### src/rtl/mul_div_unit.sv
// mul_div_unit: iterative radix-2 multiply/divide with architectural HI/LO registers
module mul_div_unit #(
  parameter int WIDTH = 32,
  parameter int CNT_W = 6
) (
  input  logic             clk_i,
  input  logic             rst_i,
  input  logic             start_i,
  input  logic [1:0]       op_i,
  input  logic [WIDTH-1:0] src1_i,
  input  logic [WIDTH-1:0] src2_i,
  input  logic             hi_we_i,
  input  logic             lo_we_i,
  input  logic [WIDTH-1:0] wdata_i,
  output logic             busy_o,
  output logic             done_o,
  output logic             div_zero_o,
  output logic [WIDTH-1:0] hi_o,
  output logic [WIDTH-1:0] lo_o
);
  typedef enum logic [1:0] {IDLE, CALC, FIX} state_t;
  state_t             state_q;
  logic               div_q, sa_q, sb_q, dz_q, busy_q, done_q, div_zero_q;
  logic [CNT_W-1:0]   cnt_q;
  logic [WIDTH-1:0]   d_q, hi_q, lo_q;
  logic [2*WIDTH-1:0] p_q;
  logic               sa_d, sb_d, ge_d;
  logic [WIDTH-1:0]   ma_d, mb_d, diff_d, q_d, r_d;
  logic [WIDTH:0]     msum_d, trial_d;
  logic [2*WIDTH-1:0] p_d, prod_d;
  // p_q holds {partial product, multiplier} or {remainder, dividend/quotient}
  always_comb begin
    sa_d    = op_i[0] & src1_i[WIDTH-1];
    sb_d    = op_i[0] & src2_i[WIDTH-1];
    ma_d    = sa_d ? -src1_i : src1_i;
    mb_d    = sb_d ? -src2_i : src2_i;
    msum_d  = {1'b0, p_q[2*WIDTH-1:WIDTH]} + (p_q[0] ? {1'b0, d_q} : '0);
    trial_d = {p_q[2*WIDTH-1:WIDTH], p_q[WIDTH-1]};
    diff_d  = trial_d[WIDTH-1:0] - d_q;
    ge_d    = trial_d >= {1'b0, d_q};
    p_d     = div_q ? {ge_d ? diff_d : trial_d[WIDTH-1:0], p_q[WIDTH-2:0], ge_d}
                    : {msum_d, p_q[WIDTH-1:1]};
    prod_d  = (sa_q ^ sb_q) ? -p_q : p_q;
    q_d     = dz_q ? '1 : (sa_q ^ sb_q) ? -p_q[WIDTH-1:0] : p_q[WIDTH-1:0];
    r_d     = sa_q ? -p_q[2*WIDTH-1:WIDTH] : p_q[2*WIDTH-1:WIDTH];
  end
  always_ff @(posedge clk_i or negedge rst_i) begin
    if (!rst_i) begin
      state_q    <= IDLE;
      div_q      <= 1'b0;
      sa_q       <= 1'b0;
      sb_q       <= 1'b0;
      dz_q       <= 1'b0;
      busy_q     <= 1'b0;
      done_q     <= 1'b0;
      div_zero_q <= 1'b0;
      cnt_q      <= '0;
      d_q        <= '0;
      p_q        <= '0;
      hi_q       <= '0;
      lo_q       <= '0;
    end else begin
      done_q     <= 1'b0;
      div_zero_q <= 1'b0;
      if (state_q == IDLE) begin
        if (start_i) begin
          div_q   <= op_i[1];
          sa_q    <= sa_d;
          sb_q    <= sb_d;
          dz_q    <= op_i[1] && (src2_i == '0);
          d_q     <= op_i[1] ? mb_d : ma_d;
          p_q     <= {{WIDTH{1'b0}}, op_i[1] ? ma_d : mb_d};
          cnt_q   <= '0;
          busy_q  <= 1'b1;
          state_q <= CALC;
        end else begin
          if (hi_we_i) hi_q <= wdata_i;
          if (lo_we_i) lo_q <= wdata_i;
        end
      end else if (state_q == CALC) begin
        p_q   <= p_d;
        cnt_q <= cnt_q + 1'b1;
        if (cnt_q == CNT_W'(WIDTH - 1)) state_q <= FIX;
      end else begin
        {hi_q, lo_q} <= div_q ? {r_d, q_d} : prod_d;
        busy_q       <= 1'b0;
        done_q       <= 1'b1;
        div_zero_q   <= dz_q;
        state_q      <= IDLE;
      end
    end
  end
  assign busy_o     = busy_q;
  assign done_o     = done_q;
  assign div_zero_o = div_zero_q;
  assign hi_o       = hi_q;
  assign lo_o       = lo_q;
endmodule

### config.mk
export PLATFORM = sky130hd
export DESIGN_NAME = mul_div_unit
export DESIGN_NICKNAME = d
export VERILOG_FILES = /design/src/rtl/mul_div_unit.sv
export SDC_FILE = /design/constraint.sdc
export NUM_CORES = 1
export LEC_CHECK = 0
export BUFFER_PORTS_ARGS = -buffer_cell sky130_fd_sc_hd__buf_2
export CAP_MARGIN = 20
export CORE_UTILIZATION = 40
export CTS_CLUSTER_SIZE = 25
export DETAILED_ROUTE_END_ITERATION = 7
export PLACE_DENSITY = 0.57
export SETUP_SLACK_MARGIN = 0.5
export SYNTH_ARGS = -nofsm -noshare
export SYNTH_HDL_FRONTEND = slang
export SYNTH_SLANG_ARGS = --single-unit
### constraint.sdc
create_clock -name clk_i -period 3.3 [get_ports clk_i]
set_input_delay 0.495 -clock clk_i [delete_from_list [all_inputs] [get_ports clk_i]]
set_output_delay 0.495 -clock clk_i [all_outputs]
set_load 0.1 [all_outputs]
### Word level (Yosys, flattened, before mapping)

Index checks and enable logic that the tools add are counted.

| operators by class | value |
|---|---|
| $add $sub $neg | 8 |
| order comparisons | 1 |
| eq/ne operators | 8 |
| multiplexer cells | 37 |
| bitwise gates (word level) | 3 |
| reductions and logical operators | 10 |

Operator list:

| operator | number |
|---|---|
| 2-to-1 mux 32 bit | 17 |
| 2-to-1 mux 64 bit | 6 |
| negation 32 bit | 4 |
| negation 64 bit | 1 |
| adder 32 x 32 -> 33 bit | 1 |
| >= comparator 33 x 32 -> 1 bit | 1 |
| zero test 32 bit | 1 |
| subtractor 32 bit | 1 |
| 2-to-1 mux 6 bit | 3 |
| != test 2 bit (second input constant) | 5 |
| 2-to-1 mux 2 bit | 4 |
| AND reduction 2 bit | 4 |
| 2-to-1 mux 1 bit | 7 |
| adder 6 x 1 -> 6 bit (second input constant) | 1 |
| equality test 6 x 5 -> 1 bit (second input constant) | 1 |
| AND reduction 3 bit | 2 |
| != test 3 x 2 -> 1 bit (second input constant) | 1 |
| AND 1 bit | 2 |
| equality test 2 x 1 -> 1 bit (second input constant) | 1 |
| zero test 2 bit | 1 |
| nonzero test 2 bit | 1 |
| logical AND 1 bit | 1 |
| XOR 1 bit | 1 |

| storage, ports and cells | value |
|---|---|
| register bits | 175 |
| input bits | 103 |
| output and inout port bits | 67 |
| word-level logic and storage cells | 80 |

### Longest topological paths before layout

| logic depth | value |
|---|---|
| depth after elaboration | 6 |
| mapped depth | 14 |
| depth with buffers taken out | 12 |

### Worst setup path before layout

No wires, ideal clock.

| timing path | value |
|---|---|
| kind | flip-flop to flip-flop |
| from | reg p_q[0] |
| to | reg p_q[62] |
| library setup time | 132 ps |
| data arrival time | 3,175 ps |
| required time | 3,168 ps |
| path slack | -7 ps |
| cell stages (with the launch flop) | 14 |
| buffers on the path | 2 |
| period minus slack after synthesis | 3,307 ps |
| path through | dfrtp_1 clkbuf_1 inv_1 clkbuf_1 nor2_1 ha_1 nand2_1 o311ai_0 a21oi_1 o211ai_1 a2111oi_0 or4b_2 a32oi_1 a31oi_1 |

| on the way | value |
|---|---|
| word-level cells in the longest chain between the ends | 5 |

RTL lines:

| what | RTL line | source |
|---|---|---|
| start, declared | 26 | `logic [2*WIDTH-1:0] p_q;` |
| start signal, assigned | 72 | `p_q <= {{WIDTH{1'b0}}, op_i[1] ? ma_d : mb_d};` |
| start signal, assigned | 81 | `p_q <= p_d;` |
| 2-to-1 mux 32 bit | 37 | `msum_d = {1'b0, p_q[2*WIDTH-1:WIDTH]} + (p_q[0] ? {1'b0, d_q} : '0);` |
| adder 32 x 32 -> 33 bit | 37 |  |
| 2-to-1 mux 64 bit | 41 | `p_d = div_q ? {ge_d ? diff_d : trial_d[WIDTH-1:0], p_q[WIDTH-2:0], ge_d}` |
| 2-to-1 mux 64 bit | 80 | `end else if (state_q == CALC) begin` |
| 2-to-1 mux 64 bit | 65 | `if (state_q == IDLE) begin` |

No other way between the ends. The select of a mux whose other input is x is not followed.
A chain may end at the register's enable or synchronous reset.

### Worst setup path after layout

| timing path | value |
|---|---|
| from | reg p_q[0] |
| to | reg p_q[59] |

Same word-level chain as after synthesis.

==> results.sh <==
export IMPL_whs_ps=-5.48
export IMPL_grt_max_degree=94
export IMPL_path_delay_family="compound AO/OA/AOI/OAI gates"
export IMPL_drt_iter0_drc=1668
export IMPL_finalHoldViolations=1
export IMPL_sw_frac_of_total_pct=55.1
export IMPL_finalCritPeriodShare_pct=91.7
export IMPL_ys_seq_elements=175
export IMPL_status="complete, but fails checks"
export IMPL_path_common_cell="o211ai_1"
export IMPL_core_area_sq_um=37800
export IMPL_ioPinCount=170
export IMPL_period_minus_slack_ps=3030
export IMPL_first_pass_iters=8
export IMPL_yosys_warnings=0
export IMPL_ys_top_cells_by_area="dfrtp_1, a21oi_1, o21ai_0"
export IMPL_rsz0062_at_grt="yes"
export IMPL_async_flop_share_pct=100
export IMPL_antenna_found_initial=2
export IMPL_netlist_area_sq_um=15500
export IMPL_power_leakage_nw=8.87
export IMPL_cts_tree="done"
export IMPL_drt_total_wl_um=65600
export IMPL_dominantRegCellSynth="dfrtp_1"
export IMPL_clk_pin_slew_ps=80
export IMPL_r2r_start="p_q[0]$_DFFE_PN0P_"
export IMPL_intPower_mw=11.2
export IMPL_area_growth_pct=30.5
export IMPL_fp_dieArea_sq_um=39500
export IMPL_fin_skew_ps=20.1
export IMPL_start_util_pct=40.9
export IMPL_synth_top_area_share_pct=28.3
export IMPL_cts_made_buffers=17
export IMPL_nets=2457
export IMPL_drc=0
export IMPL_die_w_um=199
export IMPL_crit_type="reg2reg"
export IMPL_ant_nets=0
export IMPL_cp_cell_sequence="and2_4 > ha_4 > inv_2 > fa_2 > nand2b_4 > a21oi_4 > o211ai_1 > a31o_2 > o211ai_1 > buf_4 > a21oi_2 > a31oi_1 > o211ai_1"
export IMPL_synth_edf_count=0
export IMPL_cp_end_kind="flop"
export IMPL_detail_route_wl_per_cell_um=23.4
export IMPL_ir_drop_uv=467
export IMPL_setup_slack_ps=272
export IMPL_clockPowerShare_pct=8.6
export IMPL_place_ws_ps=32.4
export IMPL_p_per_area_nw_per_um2=1230
export IMPL_cp_slowest_cell="dfrtp_2"
export IMPL_fin_cells=2807
export IMPL_cts_htree_levels=4
export IMPL_start_kind="flop"
export IMPL_slowest_delay_ps=470
export IMPL_worst_ep_arrival_time_ps=3360
export IMPL_overflow=0
export IMPL_drv_slew=0
export IMPL_grt_pass1_wl_um=96800
export IMPL_switchingPower_mw=13.7
export IMPL_synth_fp_nets=2185
export IMPL_viasPerCell=6.07
export IMPL_vias=17000
export IMPL_dp_hpwl_um=49500
export IMPL_worstPathRequired_ps=3630
export IMPL_violations="hold timing"
export IMPL_fin_util_pct=53.4
export IMPL_dp_cells=2687
export IMPL_worst_slew_pin_slew_ps=968
export IMPL_synth_largest_area_cell="dfrtp_1"
export IMPL_syn_inst=2011
export IMPL_diodes=0
export IMPL_cts_buffer_depth=2
export IMPL_worst_r2r_setup_slack_ps=270
export IMPL_clock_sinks=175
export IMPL_cp_max_fo=5
export IMPL_crit_buf_inv=2
export IMPL_num_rows=71
export IMPL_clk_latency_ps=470
export IMPL_drive_above_1_share_pct=28.5
export IMPL_place_gp_congestion=0.991
export IMPL_mostFrequentLayoutCells="buf_4, a21oi_1, nor2_1, nand2_1, buf_2"
export IMPL_critPathLaunch="p_q[0]$_DFFE_PN0P_"
export IMPL_hold_path_class="in2async"
export IMPL_die_h_um=199
export IMPL_postSynthAreaPerCell_sq_um=7.70
export IMPL_drv_cap=0
export IMPL_comb_power_share_pct=75.5
export IMPL_worst_r2r_endpoint="p_q[59]$_DFFE_PN0P_"
export IMPL_power_frac_seq_pct=16.0
export IMPL_setup_violations=0
export IMPL_layout_commonest_cell="buf_4"
export IMPL_io_buffers=169
export IMPL_yosysSeqAreaShare_pct=28.3
export IMPL_cts_hold_buffers=0
export IMPL_track_usage_pct=32.5
export IMPL_slew_headroom_pct=35.3
export IMPL_ys_types=77
export IMPL_cts_root_buffer="clkbuf_16"
export IMPL_fmax_ghz=0.330
export IMPL_fillers=3644
export IMPL_reg2regPathDepth=13
export IMPL_grt_pass1_vias=15800
synthesized netlist by cell type (5+ instances only):
cell type,number
a211oi_1,22
a21o_1,39
a21oi_1,220
a221o_1,10
a221oi_1,5
a22oi_1,19
a31oi_1,32
a41oi_1,9
and2_1,13
and3_1,27
buf_1,13
clkbuf_1,118
dfrtp_1,175
ha_1,69
inv_1,63
mux2_2,8
mux2i_1,60
nand2_1,175
nand2b_1,9
nand3_1,36
nand4_1,14
nor2_1,205
nor2b_1,9
nor3_1,46
nor4_1,29
o211ai_1,15
o21a_1,19
o21ai_0,178
o22a_1,5
o22ai_1,34
o31ai_1,20
o41ai_1,6
or2_2,7
or3_1,26
or4_1,18
xnor2_1,87
xor2_1,86
per-stage QoR:
stage	setup TNS, ps	cell area, sq um	power (mW)
2_1_floorplan	0	15600	14.6
3_3_place_gp	-68.0	17600	19.3
3_5_place_dp	0	17600	19.3
4_1_cts	0	19200	22.9
5_1_grt	0	20200	26.2
6_report	0	20200	24.9
cells by family after synthesis:
group           after synthesis  synth area share (%)
compound gates              688                  27.3
xor+xnor                    173                  9.78
fa+ha+maj                    71                  5.83
buf+inv                     199                  4.90
flops                       175                  28.3
mux                          68                  4.46
simple gates                637                  19.5
worst max-delay path by stage:
stage                          end  slack (ps)  depth (start not counted)
2_1_floorplan  p_q[62]$_DFFE_PN0P_         490                         13
3_3_place_gp   p_q[57]$_DFFE_PN0P_         -70                         11
3_5_place_dp   p_q[57]$_DFFE_PN0P_          30                         11
4_1_cts        p_q[59]$_DFFE_PN0P_         370                         13
5_1_grt        p_q[59]$_DFFE_PN0P_         170                         13
6_report       p_q[59]$_DFFE_PN0P_         270                         13
power by group through the flow:
| stage | Sequential [mW] | Clock, mW | Combinational, mW |
|---|---|---|---|
| after CTS | 3.92 | 2.16 | 16.8 |
| after floorplan | 6.06 | 0 | 8.50 |
| after global routing | 4.07 | 2.23 | 19.9 |
| after global placement | 3.92 | 0 | 15.4 |
| final | 3.97 | 2.14 | 18.8 |
| after detailed placement | 3.94 | 0 | 15.4 |
registers in the layout (all words and copies together) (netlist names):
name	cells
p_q	64
d_q	32
hi_o	32
lo_o	32
cnt_q	6
state_q	2
busy_o	1
div_q	1
div_zero_o	1
done_o	1
dz_q	1
sa_q	1
sb_q	1
repair_timing:
action | 4_1_cts | 5_1_grt
buffers inserted | 43 | 40
pin swaps | 78 | 73
resized for setup | 153 | 131
setup endpoints to repair | 56 | 72
gates cloned | 2 | 2
final cells by class:
class                           instances  area, sq um  share of cell area [%]
Clock buffer                           18          429                    2.12
Clock inverter                         14          165                   0.817
Inverter                               64          243                    1.20
Multi-Input combinational cell       1638        11700                    57.9
Sequential cell                       175         4390                    21.7
Tap cell                              511          639                    3.16
Timing Repair Buffer                  386         2630                    13.0
Timing Repair inverter                  1         7.51                  0.0371
worst register-to-register path: cells and delay by family (launching register included):
family	cells	cell delay (ps)
AO/OA/AOI/OAI	7	1340
adder cells (fa/ha/maj)	2	500
flip-flops	1	470
AND/OR/NAND/NOR	2	350
buffers and inverters	2	230
metal layers:
| metal | track usage [%] | wire length, um |
|---|---|---|
| met5 | 0 | 28 |
| met4 | 11.7 | 2310 |
| met3 | 5.71 | 5130 |
| met2 | 49.1 | 28800 |
| met1 | 46.3 | 29300 |
No activity file was read; power rests on OpenSTA's default activity.
